## config.mk

```make
export PLATFORM = sky130hd
export DESIGN_NAME = serial_adder_ctrl
export DESIGN_NICKNAME = d
export VERILOG_FILES = /design/src/rtl/serial_adder_ctrl.sv
export SDC_FILE = /design/constraint.sdc
export NUM_CORES = 1
export LEC_CHECK = 0
export ABC_AREA = 1
export CORE_MARGIN = 5
export CORE_UTILIZATION = 54
export CTS_CLUSTER_SIZE = 30
export DETAILED_ROUTE_END_ITERATION = 12
export PLACE_DENSITY = 0.82
export SETUP_SLACK_MARGIN = 0.4
export SLEW_MARGIN = 20
export SYNTH_ARGS = -nofsm -noshare
export SYNTH_HDL_FRONTEND = slang
export SYNTH_SLANG_ARGS = --single-unit
```

## constraint.sdc

```tcl
create_clock -name clk -period 2.32 [get_ports clk]
set_clock_uncertainty 0.15 [all_clocks]
set_input_delay 0.464 -clock clk [delete_from_list [all_inputs] [get_ports clk]]
set_output_delay 0.464 -clock clk [all_outputs]
set_load 0.01 [all_outputs]
```

## src/rtl/serial_adder_ctrl.sv

```systemverilog
// serial_adder_ctrl: bit-serial WIDTH-bit adder, LSB-first, one full-adder slice per cycle.
module serial_adder_ctrl #(
  parameter int WIDTH = 4
) (
  input  logic             clk,
  input  logic             rst_n,
  input  logic             i_start,
  input  logic [WIDTH-1:0] i_a,
  input  logic [WIDTH-1:0] i_b,
  input  logic             i_cin,
  output logic             o_busy,
  output logic             o_done,
  output logic [WIDTH-1:0] o_sum,
  output logic             o_cout,
  output logic             o_sum_bit,
  output logic             o_bit_valid
);
  localparam int CW = $clog2(WIDTH);
  typedef enum logic [1:0] {IDLE, SHIFT, DONE} state_t;
  state_t           r_state;
  logic [WIDTH-1:0] r_a, r_b, r_p, r_sum;
  logic [CW-1:0]    r_cnt;
  logic             r_c, r_cout, r_busy, r_done, r_sum_bit, r_bit_valid;
  logic             w_hs, w_s, w_c, w_last;
  logic [WIDTH-1:0] w_p;
  // two half-adder stages plus an OR form the full-adder slice
  always_comb begin
    w_hs   = r_a[0] ^ r_b[0];
    w_s    = w_hs ^ r_c;
    w_c    = (r_a[0] & r_b[0]) | (r_c & w_hs);
    w_p    = {w_s, r_p[WIDTH-1:1]};
    w_last = r_cnt == CW'(WIDTH - 1);
  end
  always_ff @(posedge clk) begin
    if (!rst_n) begin
      r_state     <= IDLE;
      r_a         <= '0;
      r_b         <= '0;
      r_p         <= '0;
      r_sum       <= '0;
      r_cnt       <= '0;
      r_c         <= 1'b0;
      r_cout      <= 1'b0;
      r_busy      <= 1'b0;
      r_done      <= 1'b0;
      r_sum_bit   <= 1'b0;
      r_bit_valid <= 1'b0;
    end else begin
      case (r_state)
        IDLE: begin
          r_done      <= 1'b0;
          r_sum_bit   <= 1'b0;
          r_bit_valid <= 1'b0;
          if (i_start) begin
            r_a     <= i_a;
            r_b     <= i_b;
            r_c     <= i_cin;
            r_cnt   <= '0;
            r_busy  <= 1'b1;
            r_state <= SHIFT;
          end
        end
        SHIFT: begin
          r_a         <= r_a >> 1;
          r_b         <= r_b >> 1;
          r_p         <= w_p;
          r_c         <= w_c;
          r_sum_bit   <= w_s;
          r_bit_valid <= 1'b1;
          r_cnt       <= w_last ? r_cnt : r_cnt + CW'(1);
          if (w_last) begin
            r_sum   <= w_p;
            r_cout  <= w_c;
            r_busy  <= 1'b0;
            r_done  <= 1'b1;
            r_state <= DONE;
          end
        end
        DONE: begin
          r_done      <= 1'b0;
          r_sum_bit   <= 1'b0;
          r_bit_valid <= 1'b0;
          r_state     <= IDLE;
        end
        default: r_state <= IDLE;
      endcase
    end
  end
  assign o_busy      = r_busy;
  assign o_done      = r_done;
  assign o_sum       = r_sum;
  assign o_cout      = r_cout;
  assign o_sum_bit   = r_sum_bit;
  assign o_bit_valid = r_bit_valid;
endmodule

```

---- Word level (Yosys, flattened, before mapping) ----
Cells that the tools add are included.
word-level totals
  bits in latches ......................... 0
  bits of input ports ..................... 12
  memories ................................ 0
  bits in writable memories ............... 0
  register bits after elaboration ......... 26
  word-level logic and storage cells ...... 53
  output and inout bits ................... 9
  ROM bits ................................ 0
cells by class
  muxes and demuxes ....................... 19
  equal/unequal tests ..................... 6
  divide/modulo/power cells ............... 0
  bitwise logic cells ..................... 5
  reduce and logical (&&, ||, !) cells .... 10
  shift-type cells ........................ 0
  $add $sub $neg .......................... 1
  $mul .................................... 0
  order comparisons ....................... 0
operator list
  cell                   count
  $pmux W4 S2            2
  $pmux W1 S2            5
  $mux W2                4
  $mux W4                2
  $pmux W2 S2            2
  $reduce_and A2 Y1      4
  $ne A2 B2 Y1 const B   3
  $reduce_and A3 Y1      2
  $eq A2 B2 Y1 const B   2
  $mux W1                4
  $reduce_bool A2 Y1     2
  $add A2 B1 Y2 const B  1
  $and A1 B1 Y1          2
  $eq A2 B1 Y1 const B   1
  $logic_not A2 Y1       1
  $reduce_or A2 Y1       1
  $xor A1 B1 Y1          2
  $or A1 B1 Y1           1

---- Longest topological paths before layout ----
  depth after elaboration ................. 4
  gate-level depth with buffers ........... 7
  mapped depth without buffers ............ 7

---- Worst setup path before layout ----
OpenSTA, ideal clock, no wires.
  path kind ............................... register to register
  start point ............................. register r_a[0]
  end point ............................... register r_sum_bit (netlist: o_sum_bit)
  arrival time ............................ 1.016 ns
  path slack .............................. 1.084 ns
  setup time .............................. 0.071 ns
  buffers on the path ..................... 0
  period minus slack after synthesis ...... 1.236 ns
  required time ........................... 2.099 ns
  cell stages (with the launch flop) ...... 4
  path through ............................ dfxtp_1 fa_1 nand2_1 a21oi_1
on the way
  cells in the longest elaborated chain, start to end .. 3
RTL lines
  item                    RTL line  RTL
  start, declared         21        logic [WIDTH-1:0] r_a, r_b, r_p, r_sum;
  start signal, assigned  55        r_a <= i_a;
  start signal, assigned  64        r_a <= r_a >> 1;
  $xor A1 B1 Y1           28        w_hs = r_a[0] ^ r_b[0];
  $xor A1 B1 Y1           29        w_s = w_hs ^ r_c;
  named net w_s           24        logic w_hs, w_s, w_c, w_last;
  $pmux W1 S2             49        case (r_state)
  end signal, assigned    68        r_sum_bit <= w_s;
  end, declared           23        logic r_c, r_cout, r_busy, r_done, r_sum_bit, r_bit_valid;
The timed path passes the listed nets, and every way through them passes these cells.
A chain may end at the register's enable or synchronous reset.

---- Worst setup path in the final report ----
  start point ............................. register r_bit_valid (netlist: o_bit_valid)
  end point ............................... output port o_bit_valid
RTL lines
  item                    RTL line  RTL
  start, declared         23
  start signal, assigned  47        r_bit_valid <= 1'b0;
  start signal, assigned  53        r_bit_valid <= 1'b0;
  start signal, assigned  69        r_bit_valid <= 1'b1;
  end, declared           16        output logic o_bit_valid
No word-level cell between the ends.

==> results by group <==
Status
  • Status: completed

Synth
  • Synthesized instance count: 147
  • Cell variety after synth: 23
  • Syn_area_per_cell: 7.68 um^2
  • Syn. warnings: 0
  • Synth Register Bits: 25
  • Area of the mapped netlist: 1130 um^2
  • Syn Nets: 162
  • Sequential element share of the synthesized area: 0.443

Detailed routing
  • WL per Instance: 11.8 um
  • DR iter-0 viols: 31
  • Routed met1 length: 1000 um
  • Met3 WL post-DR: 163 um
  • Top layer in use: met4
  • DRC viols: 0
  • Drt pass-1 iters: 4
  • Via count: 981
  • Routed Antenna Nets: 0
  • Drt total wl: 2300 um
  • Routed length on met2: 1120 um
  • Vias/cell: 5.03

Die
  • Core footprint: 1980 um^2
  • Die Area: 3100 um^2
  • Die width: 55.7 um
  • Starting Density: 0.569
  • Rows: 16
  • Ports: 21
  • Die Ht: 55.7 um

Setup path
  • Cell breakdown of the critical path: clkdlybuf4s50_1
  • CP max stage delay: 0.54 ns
  • Crit path buf inv count: 1
  • Worst Setup Start Kind: flip-flop
  • Worst setup EP type: output port
  • Slowest cell on the critical path: clkdlybuf4s50_1
  • Critical setup path kind: reg -> out
  • Crit-path max FO: 2
  • Worst Path Arrival: 1.20 ns
  • Worst path required time: 1.71 ns
  • Delay-heaviest family, CP: buffers and inverters

STA
  • Period minus WS final: 1.82 ns
  • Worst slew pin tran: 0.600 ns
  • F_max: 551 MHz
  • Setup violators final: 0
  • Slew headroom: 0.599
  • Slew Viols, Final: 0
  • Setup TNS: 0 ns
  • Final worst path period share: 0.782
  • Unrepaired setup endpoints after global routing: no
  • Fin Hold WS: 0.328 ns
  • Final Hold Vio Count: 0

Placement
  • Dpl hpwl: 1760 um
  • PortBufs: 20
  • GPL Wtd Cong: 0.781

Clocking
  • Setup Buffers After CTS: 0
  • CTS tree: built
  • Clock Latency Late Sink: 0.30 ns
  • Clock transition at the registers of the reported paths: 0.13 ns
  • Hold-fix buffers, CTS: 0
  • TritonCTS Buffers: 3
  • H-tree levels: 1
  • Root Buffer: clkbuf_4
  • TritonCTS Sinks: 25
  • Resize count post-CTS: 0
  • CTS Buffer Depth: 2

Finish
  • Nets: 184
  • Area grow syn2layout: 20.6%
  • Layout cells sized above 1: 0.0833
  • Commonest non-fill, non-tap cell in the layout: nand2_1
  • Util after Layout: 0.687
  • # diodes: 0
  • Commonest non-fill, non-tap cells in the layout: 27 x nand2_1, 26 x nand3_1, 25 x dfxtp_1, 20 x clkdlybuf4s50_1, 18 x inv_1

GRT
  • First-pass GRT wire length: 4220 um
  • Gr ovfl total: 0
  • All-layer global routing usage: 0.164
  • Largest net degree at the start of global routing: 19
  • Initial antenna violation count: 0
  • Vias in the first global route: 993

Run
  • Max cap viols: 0

Power
  • Peak supply drop: 375 uV
  • PD cells: 576 nW/um^2
  • Leak Pwr: 0.000598 uW

Hold path
  • Hold Crit Class: reg -> reg
## per-stage QoR
stage	instance area, um^2	setup slack [ns]	power, uW	cells
floorplan	1130	1.08	566	147
global placement	1340	0.566	605	191
detailed placement	1340	0.527	608	191
CTS	1360	0.487	789	195
global route	1360	0.433	835	195
finish	1360	0.505	785	195
## layout make-up
cell class | count | area (um^2)
well taps | 27 | 33.8
clock buffers | 4 | 26.3
inverters | 21 | 81.3
multi-input cells | 97 | 512
flip-flops and latches | 25 | 500
repair buffers | 21 | 208
fillers | 160 | 621
## cell usage after synthesis
cell type,count,area share
nor2_2,1,0.0055
nand2_4,2,0.020
buf_6,1,0.010
nand3_1,26,0.12
nand2_8,1,0.018
nand3b_1,1,0.0067
a21oi_1,11,0.049
nor2_1,15,0.050
o21ai_0,5,0.022
inv_4,1,0.0055
buf_8,1,0.013
nand4_1,1,0.0055
fa_1,1,0.018
dfxtp_1,25,0.44
inv_2,2,0.0067
nand2_1,27,0.090
nor2_4,2,0.020
clkbuf_1,1,0.0033
inv_1,18,0.060
ha_1,2,0.022
nand2_2,1,0.0055
buf_2,1,0.0044
a211oi_1,1,0.0067
## state kept, by name, indices dropped and copies added, names as in the netlist
| register | cells |
|---|---|
| r_a | 4 |
| r_b | 4 |
| r_cnt | 2 |
| r_p | 3 |
| o_sum | 4 |
| r_state | 2 |
| o_cout | 1 |
| r_c | 1 |
| o_sum_bit | 1 |
| o_bit_valid | 1 |
| o_busy | 1 |
| o_done | 1 |
## power by group
| group | switching (uW) | total, uW | internal (uW) |
|---|---|---|---|
| clock network | 118 | 185 | 67.0 |
| registers | 20.4 | 473 | 453 |
| logic | 67.9 | 127 | 58.8 |
| total | 206 | 785 | 578 |
## worst paths after layout
| check | slack (ns) | endpoint | start | cells past startpoint |
|---|---|---|---|---|
| worst max-delay path | 0.50 | o_bit_valid | o_bit_valid | 1 |
| worst min-delay path | 0.33 | o_busy | o_busy | 2 |
| worst max register to register | 0.74 | o_sum[0] | r_state[0] | 5 |
| worst min register to register | 0.33 | o_busy | o_busy | 2 |
## cells by family after synthesis
family,share of synthesized area
and+or+nand+nor,0.336
DFF,0.443
AOI/OAI and AO/OA,0.0776
adders and majority gates,0.0399
buffers and inverters,0.103
## routing by layer
layer  global-route usage  up-vias
met2                0.277       34
met3               0.0371        2
li1                     -      517
met1                0.194      428
met5                    0        -
met4               0.0799        0
Note: power is estimated with default switching activity, not from simulation.
